==> config.mk <==
export PLATFORM = sky130hd
export DESIGN_NAME = cacheline_adaptor_flat
export DESIGN_NICKNAME = d
export VERILOG_FILES = /design/src/rtl/cacheline_adaptor_if.sv /design/src/rtl/cacheline_adaptor.sv /design/src/flat_wrapper.sv
export SDC_FILE = /design/constraint.sdc
export NUM_CORES = 1
export LEC_CHECK = 0
export CAP_MARGIN = 20
export CORE_AREA = 2 2 275 277
export DETAILED_ROUTE_END_ITERATION = 8
export DIE_AREA = 0 0 277 279
export GPL_TIMING_DRIVEN = 0
export PLACE_DENSITY = 0.69
export SETUP_SLACK_MARGIN = 0.3
export SYNTH_ARGS = -nofsm -noshare
export SYNTH_HDL_FRONTEND = slang
export SYNTH_SLANG_ARGS = --single-unit
==> constraint.sdc <==
create_clock -name clk -period 17.91 [get_ports clk]
set_input_delay 1.791 -clock clk [delete_from_list [all_inputs] [get_ports clk]]
set_output_delay 1.791 -clock clk [all_outputs]
set_load 0.05 [all_outputs]
==> src/rtl/cacheline_adaptor_if.sv <==
// Bus bundle between the cache's physical-memory port and the burst memory.
// Carries both sides of cacheline_adaptor:
//   cache side : address_i, line_i, read_i, write_i  ->  line_o, resp_o
//   memory side: burst_i, resp_i                      ->  address_o, burst_o, read_o, write_o
// Modport slave is the adaptor's view; modport master is the view of
// whatever drives the cache requests and models memory.
interface cacheline_adaptor_if #(
  parameter int LINE_BITS  = 256,
  parameter int BURST_BITS = 64,
  parameter int ADDR_BITS  = 32
);
  logic [ADDR_BITS-1:0]  address_i;
  logic [LINE_BITS-1:0]  line_i;
  logic                  read_i;
  logic                  write_i;
  logic [LINE_BITS-1:0]  line_o;
  logic                  resp_o;
  logic [ADDR_BITS-1:0]  address_o;
  logic [BURST_BITS-1:0] burst_o;
  logic                  read_o;
  logic                  write_o;
  logic [BURST_BITS-1:0] burst_i;
  logic                  resp_i;

  modport slave (
    input  address_i, line_i, read_i, write_i, burst_i, resp_i,
    output line_o, resp_o, address_o, burst_o, read_o, write_o
  );

  modport master (
    output address_i, line_i, read_i, write_i, burst_i, resp_i,
    input  line_o, resp_o, address_o, burst_o, read_o, write_o
  );
endinterface

==> src/rtl/cacheline_adaptor.sv <==
// cacheline_adaptor: turns one full-line cache read (fill) or write
// (writeback) into a burst of LINE_BITS/BURST_BITS beats on the memory side.
// One line is buffered and one transaction is in flight at a time.
// Ports:
//   clk  - rising-edge clock
//   rst  - synchronous active-high reset
//   bus  - cacheline_adaptor_if.slave; cache request/response and memory
//          burst signals (see the interface file for the signal list)
module cacheline_adaptor #(
  parameter int LINE_BITS  = 256,
  parameter int BURST_BITS = 64,
  parameter int ADDR_BITS  = 32
) (
  input  logic                 clk,
  input  logic                 rst,
  cacheline_adaptor_if.slave   bus
);

  localparam int NBEATS = LINE_BITS / BURST_BITS;
  localparam int CNT_W  = $clog2(NBEATS);
  localparam int OFFS   = $clog2(LINE_BITS / 8);

  typedef enum logic [1:0] {IDLE, RD, WR, DONE} state_t;

  state_t                state, state_nxt;
  logic [CNT_W-1:0]      cnt;
  logic [LINE_BITS-1:0]  line_buf;
  logic [LINE_BITS-1:0]  line_asm;
  logic [LINE_BITS-1:0]  line_q;
  logic [ADDR_BITS-1:0]  addr_q;
  logic                  last_beat;

  // Next state; write wins over read when both are requested in IDLE.
  always_comb begin
    state_nxt = state;
    last_beat = (cnt == CNT_W'(NBEATS - 1));
    case (state)
      IDLE: begin
        if (bus.write_i)     state_nxt = WR;
        else if (bus.read_i) state_nxt = RD;
      end
      RD, WR: begin
        if (bus.resp_i && last_beat) state_nxt = DONE;
      end
      DONE:    state_nxt = IDLE;
      default: state_nxt = IDLE;
    endcase
  end

  // Line buffer with the incoming beat merged in, so the final beat can be
  // published to line_o in the same cycle it arrives.
  always_comb begin
    line_asm = line_buf;
    line_asm[cnt*BURST_BITS +: BURST_BITS] = bus.burst_i;
  end

  always_ff @(posedge clk) begin
    if (rst) begin
      state  <= IDLE;
      cnt    <= '0;
      addr_q <= '0;
      line_q <= '0;
    end else begin
      state <= state_nxt;
      case (state)
        IDLE: begin
          if (bus.write_i || bus.read_i) begin
            addr_q <= {bus.address_i[ADDR_BITS-1:OFFS], {OFFS{1'b0}}};
            cnt    <= '0;
          end
        end
        RD: begin
          if (bus.resp_i) begin
            cnt <= last_beat ? '0 : cnt + 1'b1;
            if (last_beat) line_q <= line_asm;
          end
        end
        WR: begin
          if (bus.resp_i) cnt <= last_beat ? '0 : cnt + 1'b1;
        end
        default: ;
      endcase
    end
  end

  // Line buffer holds the writeback line or the partially filled read line;
  // a reset only needs to return the control state, stale data is harmless.
  always_ff @(posedge clk) begin
    if (state == IDLE && bus.write_i)     line_buf <= bus.line_i;
    else if (state == RD && bus.resp_i)   line_buf <= line_asm;
  end

  assign bus.read_o    = (state == RD);
  assign bus.write_o   = (state == WR);
  assign bus.resp_o    = (state == DONE);
  assign bus.burst_o   = (state == WR) ? line_buf[cnt*BURST_BITS +: BURST_BITS] : '0;
  assign bus.line_o    = line_q;
  assign bus.address_o = addr_q;

endmodule

==> src/flat_wrapper.sv <==
// flat-port wrapper written by rule: the top's interface ports become plain ports
module cacheline_adaptor_flat 
#(
  parameter int LINE_BITS  = 256,
  parameter int BURST_BITS = 64,
  parameter int ADDR_BITS  = 32
)
  (clk, rst, bus_address_i, bus_line_i, bus_read_i, bus_write_i, bus_burst_i, bus_resp_i, bus_line_o, bus_resp_o, bus_address_o, bus_burst_o, bus_read_o, bus_write_o);
  cacheline_adaptor_if #(.LINE_BITS(LINE_BITS), .BURST_BITS(BURST_BITS), .ADDR_BITS(ADDR_BITS)) bus_i ();
  input  logic clk;
  input  logic rst;
  input wire logic [$bits(bus_i.address_i)-1:0] bus_address_i;
  input wire logic [$bits(bus_i.line_i)-1:0] bus_line_i;
  input wire logic [$bits(bus_i.read_i)-1:0] bus_read_i;
  input wire logic [$bits(bus_i.write_i)-1:0] bus_write_i;
  input wire logic [$bits(bus_i.burst_i)-1:0] bus_burst_i;
  input wire logic [$bits(bus_i.resp_i)-1:0] bus_resp_i;
  output wire logic [$bits(bus_i.line_o)-1:0] bus_line_o;
  output wire logic [$bits(bus_i.resp_o)-1:0] bus_resp_o;
  output wire logic [$bits(bus_i.address_o)-1:0] bus_address_o;
  output wire logic [$bits(bus_i.burst_o)-1:0] bus_burst_o;
  output wire logic [$bits(bus_i.read_o)-1:0] bus_read_o;
  output wire logic [$bits(bus_i.write_o)-1:0] bus_write_o;
  assign bus_i.address_i = bus_address_i;
  assign bus_i.line_i = bus_line_i;
  assign bus_i.read_i = bus_read_i;
  assign bus_i.write_i = bus_write_i;
  assign bus_i.burst_i = bus_burst_i;
  assign bus_i.resp_i = bus_resp_i;
  assign bus_line_o = bus_i.line_o;
  assign bus_resp_o = bus_i.resp_o;
  assign bus_address_o = bus_i.address_o;
  assign bus_burst_o = bus_i.burst_o;
  assign bus_read_o = bus_i.read_o;
  assign bus_write_o = bus_i.write_o;
  cacheline_adaptor #(.LINE_BITS(LINE_BITS), .BURST_BITS(BURST_BITS), .ADDR_BITS(ADDR_BITS)) u_core (.clk(clk), .rst(rst), .bus(bus_i));
endmodule
==> flow_summary.toml <==
[cts]
clk_latency_ps = 620
cts.clk_slew.worst_paths_ps = 60
ctsResizeCount = 0
postCtsSetupBuffers = 0
cts_tree = "done"
cts_hold_buf = 0
cts.sinks = 543
cts_max_path_buffers = 3
cts_buffers = 58
root_buffer = "clkbuf_16"
h-tree-depth = 2

[route]
drt_wl_total_um = 124000
drc = 0
vias_per_cell = 5.91
ant_nets = 0
first_pass_iters = 5
drt-wirelength-per-cell_um = 29.1
drt-initial-drc-count = 3360
dr_total_vias = 25200

[timing]
slew_viol_final = 0
fmax_mhz = 179
finalCritPeriodShare_pct = 31.2
min_period_ps = 5590
slew_headroom_pct = 25.5
skew_ps = 13.0
setup_viol = 0
rsz0062_at_grt = "false"
tightest_slew_ps = 1120
final.setup.tns_ps = 0
finalHoldViolCount = 0
layout_setup_ws_ps = 12320

[setup_path]
ff2ff_path_depth = 8
crit_fanout = 10
critPathKind = "flop to primary output"
cp.arrival_ps = 3800
required_ps = 16120
critPathLaunchType = "flop"
regToRegEndpoint = "u_core.line_buf[214]$_DFFE_PP_"
r2r_slack_ps = 13550
endpoint_kind = "primary output"
r2r-start = "u_core.state[0]$_SDFFE_PP0P_"
startpoint = "u_core.state[0]$_SDFFE_PP0P_"
crit_end = "bus_burst_o[48]"

[die]
dieArea_sq_mm = 0.0773
start_util_pct = 33.3
ios = 712
row_count = 100
fp.dieH_um = 279
core-area_sq_mm = 0.0741
dieWidth_um = 277

[global_route]
grt_usage_pct = 30.9
grt_pass1_vias = 24700
grt_max_degree = 66
overflow = 0
grt_pass1_wl_um = 175000
antenna_found_initial = 13

[logic_synthesis]
synth_edf_count = 256
syn_inst = 2465
synthTopCellsByArea = "edfxtp_1 (31%), dfxtp_1 (23%), a21oi_1 (12%), mux4_2 (5.8%), o21ai_0 (5.2%)"
synth.most_common_cell = "a21oi_1"
async_flop_share_pct = 0
yosys.cell_types.count = 39
yosys_warnings = 0
synth_common_cells = "a21oi_1 (602), dfxtp_1 (287), nor2_1 (257), o21ai_0 (257), edfxtp_1 (256)"
synth-seq-area-share_pct = 54.5
synth_top_area_share_pct = 31.2
synth_ff_type = "dfxtp_1"
avgSynthCellArea_sq_um = 10.0
ys_ff_latch = 543
synth.cell_area_sq_mm = 0.0246
synth_top_area_cell = "edfxtp_1"

[layout]
syn_to_final_growth_pct = 42.5
drive_gt1_share_pct = 7.18
fin_util_pct = 47.4
design_area_sq_mm = 0.0351
nets = 3606
fill_cells = 6920

[place]
io_buffers = 700
post-place-ws_ps = 12520
placed_area_sq_mm = 0.0331
dp_hpwl_um = 93000
gp_congestion = 0.947

[run]
cap_violations = 0

[pwr]
p_leak_nw = 12.2
power_density_mw_per_mm2 = 153
vdd_ir_drop_max_v = 0.000105

[hold_path]
hold_path_class = "flop to flop"

[outcome]
outcome = "completed"
[per-stage QoR]
| stage | total power, mW | instances | hold WS, ps |
|---|---|---|---|
| 2_1_floorplan | 3.26 | 2469 | 469 |
| 3_5_place_dp | 4.07 | 4146 | 446 |
| 3_3_place_gp | 4.12 | 4138 | 443 |
| 6_report | 5.38 | 4265 | 454 |
| 4_1_cts | 5.33 | 4255 | 454 |
| 5_1_grt | 5.57 | 4259 | 485 |
[cell usage in the layout (no fill, tap or decap), types with 87 or more instances in the layout]
cell             Yosys  layout
dfxtp_1            287     287
clkbuf_1           168     179
clkdlybuf4s50_1      0     700
edfxtp_1           256     256
o21ai_0            257     257
nor2_1             257     257
nor2b_1            130     130
a32oi_1             87      87
a21oi_1            602     602
[metal layers]
metal | track usage [%] | up-vias | wire (um)
li1 | - | 10700 | -
met1 | 37.3 | 12200 | 45300
met2 | 51.1 | 1900 | 58400
met3 | 8.11 | 354 | 13500
met4 | 15.2 | 14 | 6790
met5 | 0 | - | 92
[registers in the layout, indices dropped and copies added (netlist names)]
name,cells
u_core.bus.line_o,256
u_core.line_buf,256
u_core.bus.address_o,27
u_core.cnt,2
u_core.state,2
[where the power goes]
part | switching (mW) | internal, mW
Clock | 0.541 | 0.736
Sequential | 0.158 | 1.74
Combinational | 1.44 | 0.764
[worst min path at each step]
stage,start,endpoint,cells past startpoint
after floorplan,u_core.state[0]$_SDFFE_PP0P_,u_core.state[0]$_SDFFE_PP0P_,2
after global placement,u_core.bus.address_o[18]$_SDFFE_PP0P_,u_core.bus.address_o[18]$_SDFFE_PP0P_,2
after detailed placement,u_core.bus.address_o[6]$_SDFFE_PP0P_,u_core.bus.address_o[6]$_SDFFE_PP0P_,2
after CTS,u_core.bus.address_o[6]$_SDFFE_PP0P_,u_core.bus.address_o[6]$_SDFFE_PP0P_,2
after global routing,u_core.bus.address_o[10]$_SDFFE_PP0P_,u_core.bus.address_o[10]$_SDFFE_PP0P_,2
final,u_core.bus.address_o[6]$_SDFFE_PP0P_,u_core.bus.address_o[6]$_SDFFE_PP0P_,2
[worst max-delay path, stage by stage (launching register included)]
cell and delay (ps):
dfxtp_1 350, inv_1 120, ha_1 180, buf_1 650
buf_8 250, clkbuf_1 500, and2_1 280, clkdlybuf4s50_1 860
[logic make-up after synthesis]
| kind of cell | synth area share [%] |
|---|---|
| fa+ha+maj | 0.559 |
| simple gates | 10.1 |
| flops | 54.5 |
| mux | 5.93 |
| buf+inv | 4.50 |
| other cells | 0.0152 |
| compound gates | 24.4 |
[final cells by class]
cell class / count / area [sq um] / share of cell area [%]
antenna: 9 / 22.5 / 0.0641
buffer: 253 / 1080 / 3.08
clock buffer: 82 / 1740 / 4.95
clock inverter: 27 / 258 / 0.734
inverter: 8 / 30.0 / 0.0855
multi-input combinational: 1665 / 10100 / 28.8
sequential: 543 / 13400 / 38.3
tap: 969 / 1210 / 3.45
timing repair buffer: 709 / 7220 / 20.6
Note: power is estimated with default switching activity, not from simulation.
